<file path="config.mk">
export PLATFORM = sky130hd
export DESIGN_NAME = pipeline_hazard_ctrl
export DESIGN_NICKNAME = d
export VERILOG_FILES = /design/src/rtl/pipe_ctrl_pkg.sv /design/src/rtl/sat_counter.sv /design/src/rtl/pipeline_hazard_ctrl.sv
export SDC_FILE = /design/constraint.sdc
export NUM_CORES = 1
export LEC_CHECK = 0
export CORE_ASPECT_RATIO = 1.2
export CORE_MARGIN = 1.5
export CORE_UTILIZATION = 46
export CTS_BUF_LIST = sky130_fd_sc_hd__clkbuf_4 sky130_fd_sc_hd__clkbuf_8
export DETAILED_ROUTE_END_ITERATION = 10
export HOLD_SLACK_MARGIN = 0.1
export PLACE_DENSITY = 0.9
export SYNTH_ARGS = -nofsm -noshare
export SYNTH_HDL_FRONTEND = slang
export SYNTH_HIERARCHICAL = 1
export SYNTH_SLANG_ARGS = --single-unit
</file>
<file path="constraint.sdc">
create_clock -name clk_i -period 2.35 [get_ports clk_i]
set_clock_uncertainty 0.1 [all_clocks]
set_input_delay 0.235 -clock clk_i [delete_from_list [all_inputs] [get_ports clk_i]]
set_output_delay 0.235 -clock clk_i [all_outputs]
set_load 0.01 [all_outputs]
</file>
<file path="src/rtl/pipe_ctrl_pkg.sv">
// rtl/pipe_ctrl_pkg.sv - shared types and constants for the pipeline stall/flush controller
//
// Contents:
//   state_e    controller FSM states (RUN / MEM_WAIT / ERROR, encoding 3 unused)
//   REG_IDX_W  architectural register index width
//   NOP_INSTR  bubble / NOP word loaded into pipeline registers on flush
package pipe_ctrl_pkg;

  typedef enum logic [1:0] {
    ST_RUN      = 2'd0,
    ST_MEM_WAIT = 2'd1,
    ST_ERROR    = 2'd2
  } state_e;

  localparam int REG_IDX_W = 5;

  localparam logic [31:0] NOP_INSTR = 32'd0;

endpackage

</file>
<file path="src/rtl/sat_counter.sv">
// rtl/sat_counter.sv - saturating up-counter used for pipeline statistics
//
// Ports:
//   clk_i    in   clock
//   rst_i    in   synchronous active-high reset, clears the count
//   inc_i    in   increment request for this cycle
//   count_o  out  current count, sticks at all-ones
module sat_counter #(
  parameter int WIDTH = 16
) (
  input  logic             clk_i,
  input  logic             rst_i,
  input  logic             inc_i,
  output logic [WIDTH-1:0] count_o
);

  always_ff @(posedge clk_i) begin
    if (rst_i) begin
      count_o <= '0;
    end else if (inc_i && (count_o != '1)) begin
      count_o <= count_o + WIDTH'(1);
    end
  end

endmodule

</file>
<file path="src/rtl/pipeline_hazard_ctrl.sv">
// rtl/pipeline_hazard_ctrl.sv - central stall/flush controller for the 5-stage pipeline
//
// Ports:
//   clk_i, rst_i                 clock, synchronous active-high reset
//   start_i                      run enable; low freezes pipeline and controller state
//   idex_memread_i, idex_rd_i    load flag and destination of the instruction in EX
//   ifid_rs1_i, ifid_rs2_i       source registers of the instruction in ID
//   branch_taken_i               branch resolved taken in ID
//   mem_req_i, mem_ready_i       MEM-stage data access handshake
//   pc_write_o, ifid_write_o     PC / IF-ID load enables
//   ifid_flush_o                 IF/ID loads a NOP
//   idex_bubble_o                ID/EX loads a bubble
//   stage_hold_o                 ID/EX, EX/MEM, MEM/WB hold
//   err_o                        sticky memory-timeout error
//   state_o                      FSM state encoding
//   stall_cnt_o, flush_cnt_o     saturating statistics counters
module pipeline_hazard_ctrl
  import pipe_ctrl_pkg::*;
#(
  parameter int CNT_W       = 16,
  parameter int MEM_TIMEOUT = 64
) (
  input  logic                 clk_i,
  input  logic                 rst_i,
  input  logic                 start_i,
  input  logic                 idex_memread_i,
  input  logic [REG_IDX_W-1:0] idex_rd_i,
  input  logic [REG_IDX_W-1:0] ifid_rs1_i,
  input  logic [REG_IDX_W-1:0] ifid_rs2_i,
  input  logic                 branch_taken_i,
  input  logic                 mem_req_i,
  input  logic                 mem_ready_i,
  output logic                 pc_write_o,
  output logic                 ifid_write_o,
  output logic                 ifid_flush_o,
  output logic                 idex_bubble_o,
  output logic                 stage_hold_o,
  output logic                 err_o,
  output logic [1:0]           state_o,
  output logic [CNT_W-1:0]     stall_cnt_o,
  output logic [CNT_W-1:0]     flush_cnt_o
);

  // wait_cnt never exceeds MEM_TIMEOUT-1
  localparam int WAIT_W = $clog2(MEM_TIMEOUT);
  localparam logic [WAIT_W-1:0] WAIT_LAST = WAIT_W'(MEM_TIMEOUT - 1);

  state_e            r_state;
  logic [WAIT_W-1:0] r_wait_cnt;
  logic              r_err;

  state_e            w_state_nxt;
  logic [WAIT_W-1:0] w_wait_nxt;
  logic              w_err_nxt;
  logic              w_freeze;
  logic              w_load_use;
  logic              w_rs_match;

  assign w_rs_match = (idex_rd_i == ifid_rs1_i) || (idex_rd_i == ifid_rs2_i);
  assign w_load_use = idex_memread_i && (idex_rd_i != '0) && w_rs_match;

  // Freeze, load-use and flush resolution; freeze wins over load-use wins over flush
  always_comb begin
    w_freeze      = 1'b0;
    pc_write_o    = 1'b1;
    ifid_write_o  = 1'b1;
    ifid_flush_o  = 1'b0;
    idex_bubble_o = 1'b0;
    stage_hold_o  = 1'b0;

    case (r_state)
      ST_RUN:      w_freeze = mem_req_i && !mem_ready_i;
      ST_MEM_WAIT: w_freeze = !mem_ready_i;
      ST_ERROR:    w_freeze = 1'b1;
      default:     w_freeze = 1'b0;
    endcase
    if (!start_i) begin
      w_freeze = 1'b1;
    end

    if (w_freeze) begin
      pc_write_o   = 1'b0;
      ifid_write_o = 1'b0;
      stage_hold_o = 1'b1;
    end else if (w_load_use) begin
      // ID is held, so a coincident branch is re-presented next cycle
      pc_write_o    = 1'b0;
      ifid_write_o  = 1'b0;
      idex_bubble_o = 1'b1;
    end else if (branch_taken_i) begin
      ifid_flush_o = 1'b1;
    end
  end

  // Next-state logic; with start_i low everything holds
  always_comb begin
    w_state_nxt = r_state;
    w_wait_nxt  = r_wait_cnt;
    w_err_nxt   = r_err;

    if (start_i) begin
      case (r_state)
        ST_RUN: begin
          if (mem_req_i && !mem_ready_i) begin
            w_state_nxt = ST_MEM_WAIT;
            w_wait_nxt  = WAIT_W'(1);
          end
        end
        ST_MEM_WAIT: begin
          if (mem_ready_i) begin
            w_state_nxt = ST_RUN;
          end else if (r_wait_cnt == WAIT_LAST) begin
            w_state_nxt = ST_ERROR;
            w_err_nxt   = 1'b1;
          end else begin
            w_wait_nxt = r_wait_cnt + WAIT_W'(1);
          end
        end
        ST_ERROR: begin
          w_state_nxt = ST_ERROR;
        end
        default: begin
          w_state_nxt = ST_RUN;
        end
      endcase
    end
  end

  always_ff @(posedge clk_i) begin
    if (rst_i) begin
      r_state    <= ST_RUN;
      r_wait_cnt <= '0;
      r_err      <= 1'b0;
    end else begin
      r_state    <= w_state_nxt;
      r_wait_cnt <= w_wait_nxt;
      r_err      <= w_err_nxt;
    end
  end

  assign err_o   = r_err;
  assign state_o = r_state;

  sat_counter #(.WIDTH(CNT_W)) u_stall_cnt (
    .clk_i   (clk_i),
    .rst_i   (rst_i),
    .inc_i   (start_i && !pc_write_o),
    .count_o (stall_cnt_o)
  );

  sat_counter #(.WIDTH(CNT_W)) u_flush_cnt (
    .clk_i   (clk_i),
    .rst_i   (rst_i),
    .inc_i   (ifid_flush_o),
    .count_o (flush_cnt_o)
  );

endmodule

</file>
Word level (Yosys, flattened, before mapping). Cells that the tools add are included.

Add/subtract/negate cells: 3. Equal/unequal tests: 11. Multiplexer cells: 18. Bitwise gates (word level): 1. Reduce and logical (&&, ||, !) cells: 15.

Operator list (number): $add A16 B1 Y16 const B (2); $ne A16 B16 Y1 const B (2); $mux W6 (3); $pmux W6 S2 (1); $eq A5 B5 Y1 (2); $mux W1 (9); $add A6 B1 Y6 const B (1); $eq A6 B6 Y1 const B (1); $logic_and A1 B1 Y1 (6); $mux W2 (3); $ne A2 B2 Y1 const B (3); $pmux W2 S3 (1); $reduce_and A5 Y1 (1); $reduce_bool A5 Y1 (1); $reduce_and A4 Y1 (1); $ne A3 B3 Y1 const B (1); $pmux W1 S3 (1); $reduce_and A3 Y1 (1); $eq A2 B1 Y1 const B (1); $eq A2 B2 Y1 const B (1); $logic_not A1 Y1 (2); $logic_not A2 Y1 (1); $reduce_bool A2 Y1 (1); $logic_or A1 B1 Y1 (1); $not A1 Y1 (1).

Register bits: 41. Bits of input ports: 22. Word-level logic and storage cells: 53.

Depth between registers and ports, before layout. Gate-level depths: netlist of the first run.

Depth in word-level cells: 8. Mapped depth: 9. Mapped depth without buffers: 8.

Cells and area by module. Netlist of the first run, hierarchy kept.

Modules (own cells, without submodules): sat_counter (times used 2, cells each 99, area each 848.3 sq um); pipeline_hazard_ctrl (times used 1, cells each 86, area each 713.2 sq um).

Least setup slack after synthesis of the first run. Ideal clock, no wire load.

Path type: input-to-reg. Start point: in idex_rd_i[0]. End point: reg u_flush_cnt.count_o[7]. Data arrival time: 2603 ps. Data required time: 2180 ps. Slack: -423 ps. Cell stages on the path: 7. Buffers on the path: 1. Cells stage by stage: or4_1 -> o21a_1 -> a211oi_1 -> nand2_1 -> clkbuf_1 -> or4_1 -> a21oi_1.

Cells in the longest elaborated chain, start to end: 6. Elaborated cells on any way between the ends: 9.

Ends and longest elaborated chain: from (decl) (RTL line pipeline_hazard_ctrl.sv:27) `input logic [REG_IDX_W-1:0] idex_rd_i,`; $eq A5 B5 Y1 / $reduce_bool A5 Y1 (equally long branches) (RTL line pipeline_hazard_ctrl.sv:59, pipeline_hazard_ctrl.sv:60); $logic_or A1 B1 Y1 / $logic_and A1 B1 Y1 (equally long branches) (RTL line pipeline_hazard_ctrl.sv:59, pipeline_hazard_ctrl.sv:60); $logic_and A1 B1 Y1 (*) (RTL line pipeline_hazard_ctrl.sv:60) `assign w_load_use = idex_memread_i && (idex_rd_i != '0) && w_rs_match;`; $mux W1 (*) (RTL line pipeline_hazard_ctrl.sv:85) `end else if (w_load_use) begin`; $mux W1 (*) (RTL line pipeline_hazard_ctrl.sv:81) `if (w_freeze) begin`; via ifid_flush_o (RTL line pipeline_hazard_ctrl.sv:35) `output logic ifid_flush_o,`; $logic_and A1 B1 Y1 (*) (RTL line sat_counter.sv:20) `end else if (inc_i && (count_o != '1)) begin`; to (signal assigned) (RTL line sat_counter.sv:21) `count_o <= count_o + WIDTH'(1);`; to (decl) (RTL line sat_counter.sv:14) `output logic [WIDTH-1:0] count_o`.

The timed path passes the listed nets; every way through them passes the cells marked *. A chain may end at the register's enable or synchronous reset.

Final worst setup path of the first run.
Start point: in idex_rd_i[2]. End point: reg u_flush_cnt.count_o[12].

Cells in the longest elaborated chain, start to end: 6. Elaborated cells on any way between the ends: 9.

Ends and longest elaborated chain (RTL line): $eq A5 B5 Y1 / $reduce_bool A5 Y1 (equally long branches) (pipeline_hazard_ctrl.sv:59, pipeline_hazard_ctrl.sv:60); $logic_or A1 B1 Y1 / $logic_and A1 B1 Y1 (equally long branches) (pipeline_hazard_ctrl.sv:59, pipeline_hazard_ctrl.sv:60); $logic_and A1 B1 Y1 (*) (pipeline_hazard_ctrl.sv:60); $mux W1 (*) (pipeline_hazard_ctrl.sv:85); $mux W1 (*) (pipeline_hazard_ctrl.sv:81); $logic_and A1 B1 Y1 (*) (sat_counter.sv:20).

Every way passes the cells marked *; elsewhere a longest branch is shown, timed or not.

==> results of run 1 <==
## flip-flops by register name, indices dropped and copies added (netlist names)
signal               flops
r_wait_cnt               6
err_o                    1
u_flush_cnt/count_o     16
state_o                  2
u_stall_cnt/count_o     16
## worst register-to-register path, stage by stage, from the launching register on
cell      delay [ns]
dfxtp_1         0.35
nor2_1          0.25
o311ai_4        0.15
a211oi_4        0.25
buf_6           0.16
buf_4           0.12
nand4_1         0.14
nor4_1          0.27
and3_1          0.20
nor3_1          0.05
## per-layer routing
| metal | vias to the layer above | track usage (%) | share of wire (%) |
|---|---|---|---|
| li1 | 1280 | - | - |
| met1 | 1243 | 24.6 | 40 |
| met2 | 113 | 42.0 | 52 |
| met3 | 10 | 5.22 | 6.2 |
| met4 | 0 | 10.6 | 1.7 |
| met5 | - | 0 | 0 |
## timing repair
item	4_1_cts	5_1_grt
endpoints found under the setup margin	31	15
buffers inserted	3	1
resized for setup	19	11
pin swaps	8	7
## cells in the final DEF, fill, tap and decap left out, types with 3 or more instances in the layout
master / netlist / routed
nor3_1: 9 / 9
clkbuf_8: 0 / 7
xnor2_1: 14 / 14
nor4_1: 4 / 4
or3_1: 6 / 5
clkdlybuf4s15_1: 0 / 5
inv_1: 8 / 8
o21a_1: 3 / 3
o21ai_0: 10 / 8
and3_1: 6 / 6
nor2b_1: 10 / 10
ha_1: 3 / 3
a32o_1: 4 / 4
clkdlybuf4s50_1: 0 / 52
nand3_1: 14 / 14
dfxtp_1: 41 / 41
nand2_1: 16 / 15
nand2b_1: 3 / 3
and4_1: 7 / 6
buf_4: 2 / 34
or4_1: 15 / 15
a21oi_1: 24 / 23
o211ai_1: 4 / 4
nor2_1: 17 / 17
nand4_1: 8 / 8
o31ai_1: 12 / 12
## path summary, 6_finish.rpt
| kind | end | slack (ns) | depth (start not counted) |
|---|---|---|---|
| setup / recovery | u_flush_cnt/count_o[12]$_SDFFE_PP0P_ | 0.07 | 10 |
| hold / removal | err_o$_SDFFE_PP0P_ | 0.39 | 2 |
| setup reg to reg | u_flush_cnt/count_o[12]$_SDFFE_PP0P_ | 0.18 | 9 |
| hold reg to reg | err_o$_SDFFE_PP0P_ | 0.39 | 2 |
## power groups by stage
stage                     registers (mW)  clock network, mW  logic, mW
after floorplan                    0.724                  0     0.0810
after global placement             0.724                  0      0.177
after detailed placement           0.724                  0      0.182
after CTS                          0.708              0.526      0.185
after global routing               0.709              0.551      0.204
final                              0.708              0.522      0.188
## kinds of logic after synthesis
| group | count (synthesis) | synth area share, % |
|---|---|---|
| mux | 4 | 1.77 |
| compound gates | 73 | 19.9 |
| buf+inv | 20 | 3.53 |
| fa+ha+maj | 3 | 1.56 |
| xor+xnor | 14 | 5.09 |
| simple gates | 129 | 34.1 |
| flops | 41 | 34.1 |
## synth_stat cells (all sizes together) (8+ instances only)
library cell and number:
a21oi 24, dfxtp 41, inv 8, nand2 18
nand3 14, nand4 10, nor2 17, nor2b 10
nor3 11, o21ai 10, o31ai 12, or4 15
xnor2 14
## area by class of cell
type,count,area [um2],area share (%)
Multi-Input combinational cell,223,1590,45.5
Timing Repair Buffer,96,878,25.1
Sequential cell,41,821,23.5
Clock buffer,7,96.3,2.76
Tap cell,60,75.1,2.15
Inverter,8,30.0,0.860
Clock inverter,1,5.00,0.143
==> flow_summary.json, run 1 <==
{
  "status": "finished clean",
  "max-cap-violations": 0,
  "final_area_um2": 3490,
  "syn2layout_area_growth_pct": 45.0,
  "wl_per_cell_um": 14.7,
  "viasPerCell": 6.07,
  "rows": 28,
  "fillers": 404,
  "synthTopCellsByArea": "dfxtp_1 34%, xnor2_1 5.1%, a21oi_1 5.0%",
  "synth.ff_latch_count": 41,
  "grtUsageTotal_pct": 22.6,
  "power.switching_mw": 0.348,
  "routed_wl_um": 6420,
  "finalPower_mw": 1.42,
  "dp_cells": 424,
  "cp_data_required_time_ns": 2.43,
  "die_area_um2": 5680,
  "grt_max_degree": 39,
  "start_util_pct": 48.4,
  "ir_drop_mv": 0.193,
  "setup_violations": 0,
  "cts_hold_buf": 0,
  "path_class": "in -> reg",
  "ys_warn_count": 6,
  "crit_path_end_kind": "flop",
  "synthFlopType": "dfxtp_1",
  "synth_top_area_cell": "dfxtp_1",
  "p_leak_nw": 1.24,
  "antenna_left": 0,
  "seqPwrFrac_pct": 49.9,
  "clk_latency_ns": 0.30,
  "fmax_mhz": 438,
  "gp_congestion": 0.815,
  "hp-start": "err_o$_SDFFE_PP0P_",
  "syn_nets": 309,
  "avgSynthCellArea_um2": 8.49,
  "crit_family": "simple AND/OR/NAND/NOR gates",
  "firstDrtPassIters": 4,
  "synth_top_area_share_pct": 34.1,
  "cts_tree": "done",
  "pwr_density_cell_nw_per_um2": 406,
  "dieHeight_um": 82.3,
  "power_frac_clock_pct": 36.8,
  "rr_startpoint": "state_o[0]$_SDFFE_PP0P_",
  "fin_util_pct": 70.2,
  "synth_cell_types": 47,
  "grt_pass1_vias": 2372,
  "dpl_cell_area_um2": 3300,
  "start_kind": "input pin",
  "crit_chain": "clkdlybuf4s15_1, or4_1, o21a_1, a211oi_4, buf_6, buf_4, nand4_1, nor4_1, and3_1, nor3_1",
  "clk_pin_slew_worst_paths_ns": 0.08,
  "worstSetupStartpoint": "idex_rd_i[2]",
  "worstHoldPathType": "reg -> reg",
  "dp_slack_ns": -0.548,
  "max_stage_delay_ns": 0.51,
  "crit_buf_inv": 3,
  "comb_power_share_pct": 13.2,
  "drc": 0,
  "hpwlAfterDp_um": 4630,
  "max_slew_margin_pct": 65.1,
  "synthCells": 284,
  "antenna_cells": 0,
  "pin_count": 62,
  "ctsLongestPathBuffers": 2,
  "slowest_stage": "or4_1",
  "finalCriticalPeriod_ns": 2.28,
  "drt_iter0_drc": 211,
  "grt_overflow": 0,
  "finalMaxSlewViolations": 0,
  "worstMarginPinSlew_ns": 0.517,
  "htreeDepth": 2,
  "clock_sinks": 41,
  "core_um2": 4970,
  "crit_arrival_ns": 2.36,
  "antenna_found_initial": 0,
  "async_flop_share_pct": 0,
  "intPower_mw": 1.07,
  "cp_max_fo": 5,
  "setup_ws_ns": 0.0655,
  "p_sw_share_pct": 24.5,
  "nNetsFinal": 400,
  "rsz0062_at_grt": "false",
  "fp.dieW_um": 69.1,
  "fin_crit_sh_pct": 97.2,
  "vias": 2646,
  "ys_seq_area_share_pct": 34.1,
  "drive_above_1_share_pct": 17.6,
  "grt_pass1_wl_um": 10400,
  "tns_ns": 0,
  "cts_buffers": 5,
  "whs_ns": 0.395,
  "synth_edf_count": 0,
  "hold_viol": 0,
  "layoutNonFillerInstCount": 436,
  "root_buffer": "clkbuf_8",
  "syn_area_um2": 2410,
  "portBuffers": 61
}
Note: power is estimated with default switching activity, not from simulation.
==> run 2, diff against run 1 <==
- CORE_MARGIN: 1.5 -> not set
==> run 2 against run 1 <==
Effect of this change: final cell count shrank 0.46%; clock power down 2%; combinational power increased by 3%; design area is 0.47% higher; sequential cell count did not move; via count is 3.6% lower; register-to-register slack barely moved; core utilization rose by 0.33 points.
==> flow_summary.json, run 2 (synthesis results as in run 1) <==
{
  "status": "finished clean",
  "firstDrtPassIters": 4,
  "grtUsageTotal_pct": 23.6,
  "whs_ns": 0.394,
  "p_sw_share_pct": 24.0,
  "fillers": 387,
  "most-common-layout-cells": "53 x clkdlybuf4s50_1, 41 x dfxtp_1, 30 x buf_4, 20 x a21oi_1, 17 x nor2_1",
  "hold_viol": 0,
  "p_leak_nw": 1.24,
  "start_util_pct": 48.4,
  "cp_data_required_time_ns": 2.48,
  "hp-start": "err_o$_SDFFE_PP0P_",
  "viasPerCell": 5.88,
  "rr_startpoint": "state_o[0]$_SDFFE_PP0P_",
  "crit_chain": "dlygate4sd2_1, or4_1, o21a_1, a211oi_4, buf_6, nand2_4, buf_4, or4_4, a21oi_2",
  "comb_power_share_pct": 13.7,
  "core_um2": 4970,
  "drive_above_1_share_pct": 19.5,
  "worstHoldPathType": "reg -> reg",
  "fmax_mhz": 436,
  "finalCriticalPeriod_ns": 2.29,
  "pwr_density_cell_nw_per_um2": 402,
  "power.switching_mw": 0.339,
  "pin_count": 62,
  "rsz0062_at_grt": "true",
  "rows": 28,
  "power_frac_clock_pct": 36.2,
  "ir_drop_mv": 0.223,
  "drt_iter0_drc": 139,
  "worstMarginPinSlew_ns": 0.508,
  "root_buffer": "clkbuf_8",
  "fp.dieW_um": 68.1,
  "r2r_setup_slack_ns": 0.17,
  "whs_path_depth": 2,
  "antenna_found_initial": 0,
  "start_kind": "input pin",
  "ctsLongestPathBuffers": 2,
  "cts_tree": "done",
  "clk_latency_ns": 0.30,
  "gp_congestion": 0.833,
  "grt_pass1_wl_um": 10000,
  "crit_arrival_ns": 2.43,
  "grt_overflow": 0,
  "crit_path_end_kind": "flop",
  "setup_ws_ns": 0.0589,
  "max_slew_margin_pct": 65.7,
  "antenna_left": 0,
  "htreeDepth": 2,
  "multi_input_area_um2": 1620,
  "cts_hold_buf": 0,
  "cts_buffers": 5,
  "reg2reg_depth": 8,
  "intPower_mw": 1.07,
  "reg_top3": "u_flush_cnt/count_o: 16 flops, u_stall_cnt/count_o: 16 flops, r_wait_cnt: 6 flops",
  "ff_latch_area_um2": 821,
  "hpwlAfterDp_um": 4380,
  "layout_commonest_cell": "clkdlybuf4s50_1",
  "fin_crit_sh_pct": 97.5,
  "grt_pass1_vias": 2402,
  "syn2layout_area_growth_pct": 45.6,
  "wl_per_cell_um": 14.3,
  "vias": 2550,
  "cp_max_fo": 4,
  "max-cap-violations": 0,
  "dieHeight_um": 81.3,
  "seqPwrFrac_pct": 50.2,
  "clk_pin_slew_worst_paths_ns": 0.08,
  "portBuffers": 61,
  "nNetsFinal": 398,
  "max_stage_delay_ns": 0.51,
  "grt_max_degree": 39,
  "drc": 0,
  "routed_wl_um": 6220,
  "timing.rr.end": "u_stall_cnt/count_o[13]$_SDFFE_PP0P_",
  "antenna_cells": 0,
  "path_class": "in -> reg",
  "clock_sinks": 41,
  "finalMaxSlewViolations": 0,
  "die_area_um2": 5530,
  "dp_slack_ns": -0.632,
  "slowest_stage": "or4_1",
  "setup_violations": 0,
  "hold-path-endpoint": "err_o$_SDFFE_PP0P_"
}
run 2: changes by cell type in the layout (fill, tap and decap cells not counted), moves of 2 or more:
cell and delta:
a21oi_1 -3, a21oi_2 +3, buf_4 -4, clkdlybuf4s15_1 -4, dlygate4sd2_1 +3, or4_1 -3, or4_4 +3, xnor2_1 -2
xnor2_2 +2
run 2: repair_timing:
| action | 4_1_cts | 5_1_grt |
|---|---|---|
| setup buffers | 3 | 0 |
| endpoints found under the setup margin | 30 | 17 |
| pin swaps | 6 | 9 |
| cloned | 0 | 0 |
| gates resized for setup | 20 | 16 |
| hold endpoints to repair | 0 | 0 |
run 2: metal layers:
layer	up-vias	wire [um]	global-route usage, %
met3	8	293	5.20
met5	-	0	0
met2	79	3270	41.7
met1	1193	2570	26.5
li1	1270	-	-
met4	0	87	10.2
run 2: area by class of cell:
type / count / area share, %
flip-flops and latches: 41 / 23.4
well taps: 60 / 2.14
multi-input cells: 223 / 46.2
repair buffers: 94 / 24.5
clock buffers: 7 / 2.75
clock inverters: 1 / 0.143
inverters: 8 / 0.856
run 2: stage by stage:
stage | util (%) | power [mW] | setup TNS (ns) | area (um2) | cells
2_1_floorplan | - | 0.805 | -0.0788 | 2440 | 284
3_3_place_gp | 66.2 | 0.902 | -10.75 | 3300 | 423
3_5_place_dp | 66.2 | 0.907 | -13.96 | 3300 | 423
4_1_cts | 69.5 | 1.42 | 0 | 3460 | 434
5_1_grt | 70.5 | 1.47 | -0.00247 | 3510 | 434
6_report | 70.5 | 1.41 | 0 | 3510 | 434
run 2: worst max-delay path: cells and delay by family:
family	cells	cell delay [ns]
and+or+nand+nor	3	1.05
AOI/OAI and AO/OA	3	0.60
buffers and inverters	3	0.55
run 2: power groups by stage:
stage          Clock [mW]  Combinational [mW]  Sequential [mW]
6_report            0.510               0.193            0.708
3_3_place_gp            0               0.178            0.724
2_1_floorplan           0              0.0810            0.724
3_5_place_dp            0               0.183            0.724
4_1_cts             0.525               0.189            0.708
5_1_grt             0.554               0.209            0.709
run 2: worst max path at each step:
stage / start / to / slack (ns) / cells past startpoint
finish: idex_rd_i[0] / u_flush_cnt/count_o[15]$_SDFFE_PP0P_ / 0.06 / 9
global route: idex_rd_i[0] / u_flush_cnt/count_o[12]$_SDFFE_PP0P_ / -0.002 / 10
CTS: idex_rd_i[3] / u_flush_cnt/count_o[3]$_SDFFE_PP0P_ / 0.003 / 9
detailed placement: idex_rd_i[2] / u_stall_cnt/count_o[11]$_SDFFE_PP0P_ / -0.63 / 10
global placement: idex_rd_i[2] / u_stall_cnt/count_o[11]$_SDFFE_PP0P_ / -0.47 / 10
floorplan: idex_rd_i[0] / u_flush_cnt/count_o[7]$_SDFFE_PP0P_ / -0.02 / 7
==> run 3, diff against run 2 <==
- ABC_AREA: not set -> 1
- CORE_MARGIN: not set -> 2
- CORE_UTILIZATION: 46 -> 47
==> run 3 against run 2 <==
Effect of this change: final cell count grew 32%; global-route usage shrank 2.8 points; sequential power grew 1%; fmax grew 5.0%; via count grew 13%; routed wire length grew 3.0%; non-clock buffer count shrank 23; critical path type is now reg -> out.
==> flow_summary.json, run 3 <==
{
  "cp_data_required_time_ns": 2.02,
  "synthFlopType": "dfxtp_1",
  "synth_edf_count": 0,
  "path_class": "reg -> out",
  "syn_nets": 462,
  "max-cap-violations": 0,
  "reg_top3": "u_flush_cnt/count_o: 16 flops, u_stall_cnt/count_o: 16 flops, r_wait_cnt: 6 flops",
  "clk_latency_ns": 0.29,
  "portBuffers": 61,
  "drive_above_1_share_pct": 13.1,
  "syn_area_um2": 2660,
  "synthTopCellsByArea": "dfxtp_1 31%, nand2_1 18%, nor2_1 12%",
  "ctsLongestPathBuffers": 2,
  "grtUsageTotal_pct": 20.8,
  "start_kind": "flop",
  "antenna_left": 0,
  "ys_seq_area_share_pct": 30.9,
  "viasPerCell": 5.02,
  "synth_top_area_share_pct": 30.9,
  "layout_commonest_cell": "nand2_1",
  "most-common-layout-cells": "128 x nand2_1, 86 x nor2_1, 57 x clkdlybuf4s50_1, 46 x inv_1, 40 x dfxtp_1",
  "async_flop_share_pct": 0,
  "wl_per_cell_um": 11.2,
  "crit_path_end_kind": "output pin",
  "cp_max_fo": 6,
  "core_um2": 5560,
  "rsz0062_at_grt": "false",
  "fin_crit_sh_pct": 92.8,
  "drc": 0,
  "syn2layout_area_growth_pct": 33.4,
  "nNetsFinal": 534,
  "synthCells": 437,
  "tns_ns": 0,
  "dpl_cell_area_um2": 3390,
  "gp_congestion": 0.912,
  "dieHeight_um": 86.4,
  "crit_arrival_ns": 1.85,
  "cts_hold_buf": 0,
  "ys_warn_count": 6,
  "max_slew_margin_pct": 66.2,
  "rr_startpoint": "state_o[1]$_SDFFE_PP0P_",
  "finalMaxSlewViolations": 0,
  "ir_drop_mv": 0.372,
  "cts_tree": "done",
  "p_leak_nw": 1.55,
  "synth.most_common_cell": "nand2_1",
  "hp-start": "err_o$_SDFFE_PP0P_",
  "vias": 2880,
  "fp.dieW_um": 72.7,
  "pin_count": 62,
  "setup_ws_ns": 0.168,
  "root_buffer": "clkbuf_8",
  "finalCriticalPeriod_ns": 2.18,
  "start_util_pct": 47.9,
  "grt_max_degree": 17,
  "routed_wl_um": 6400,
  "clock_sinks": 41,
  "cts_buffers": 5,
  "worstSetupStartpoint": "state_o[1]$_SDFFE_PP0P_",
  "firstDrtPassIters": 4,
  "grt_pass1_vias": 2571,
  "status": "finished clean",
  "clk_pin_slew_worst_paths_ns": 0.08,
  "synth_commonest_cells": "128 x nand2_1, 87 x nor2_1, 48 x inv_1",
  "synth_cell_types": 26,
  "antenna_cells": 0,
  "avgSynthCellArea_um2": 6.08,
  "htreeDepth": 2,
  "antenna_found_initial": 0,
  "fmax_mhz": 458,
  "cts-resized-gates": 0,
  "drt_iter0_drc": 177,
  "synth_top_area_cell": "dfxtp_1",
  "grt_overflow": 0,
  "pwr_density_cell_nw_per_um2": 453,
  "worstHoldPathType": "reg -> reg",
  "synth.ff_latch_count": 41,
  "grt_pass1_wl_um": 10800,
  "hpwlAfterDp_um": 5040,
  "final_area_um2": 3550,
  "rows": 30,
  "hold_viol": 0,
  "worstMarginPinSlew_ns": 0.507,
  "dp_slack_ns": -0.139,
  "cts_setup_buffers": 0,
  "setup_violations": 0,
  "die_area_um2": 6280,
  "whs_ns": 0.371
}
[run 3: cell types whose count changed after synthesis, sizes merged, moves of 8 or more]
cell,previous run,this run
nor2,17,118
o31ai,12,0
nand3,14,32
or4,15,0
nand2,18,136
nor3,11,3
nor2b,10,0
xnor2,14,2
inv,8,50
[run 3: final cells by class]
type / count / area [um2]
clock inverter: 3 / 65.1
inverter: 50 / 188
multi-input combinational: 340 / 1620
fill: 498 / 2010
clock buffer: 5 / 68.8
timing repair buffer: 71 / 699
sequential: 41 / 822
tap: 64 / 80.1
[run 3: worst paths after layout]
check	depth (start not counted)	end	slack (ns)
worst max-delay path	5	stage_hold_o	0.17
worst max register to register	11	u_flush_cnt/count_o[13]$_SDFFE_PP0P_	0.26
worst min register to register	2	err_o$_SDFFE_PP0P_	0.37
worst min-delay path	2	err_o$_SDFFE_PP0P_	0.37
[run 3: logic make-up (layout without fill, tap and decap cells)]
group	Yosys count	in the layout	share of synthesized area [%]
fa+ha+maj	3	3	1.41
buf+inv	56	129	8.42
flops	41	41	30.9
compound gates	32	32	6.45
xor+xnor	3	3	0.988
simple gates	302	302	51.9
[run 3: power by group]
part | internal, mW | switching [mW] | leakage, nW | total, mW
combinational | 0.107 | 0.110 | 1.16 | 0.217
clock | 0.422 | 0.251 | 0.0681 | 0.673
sequential | 0.704 | 0.0129 | 0.332 | 0.717
[run 3: critical path: stages, from the launching register on]
cell and delay [ns]:
dfxtp_1 0.45, o21ai_0 0.16, a21oi_2 0.21, inv_1 0.10, buf_4 0.14, clkdlybuf4s50_1 0.49
[run 3: metal layers]
metal | wire, um | GRT usage (%) | up-vias
met5 | 0 | 0 | -
met4 | 149 | 6.06 | 0
met3 | 258 | 3.49 | 19
met2 | 3390 | 40.4 | 73
met1 | 2610 | 22.6 | 1284
li1 | - | - | 1504
[run 3: metrics by stage]
stage	std cells	power (mW)	utilization [%]
after floorplan	437	0.844	-
after global placement	566	0.938	61.0
after detailed placement	566	0.945	61.0
after CTS	574	1.61	63.4
after global routing	574	1.67	63.9
final	574	1.61	63.9
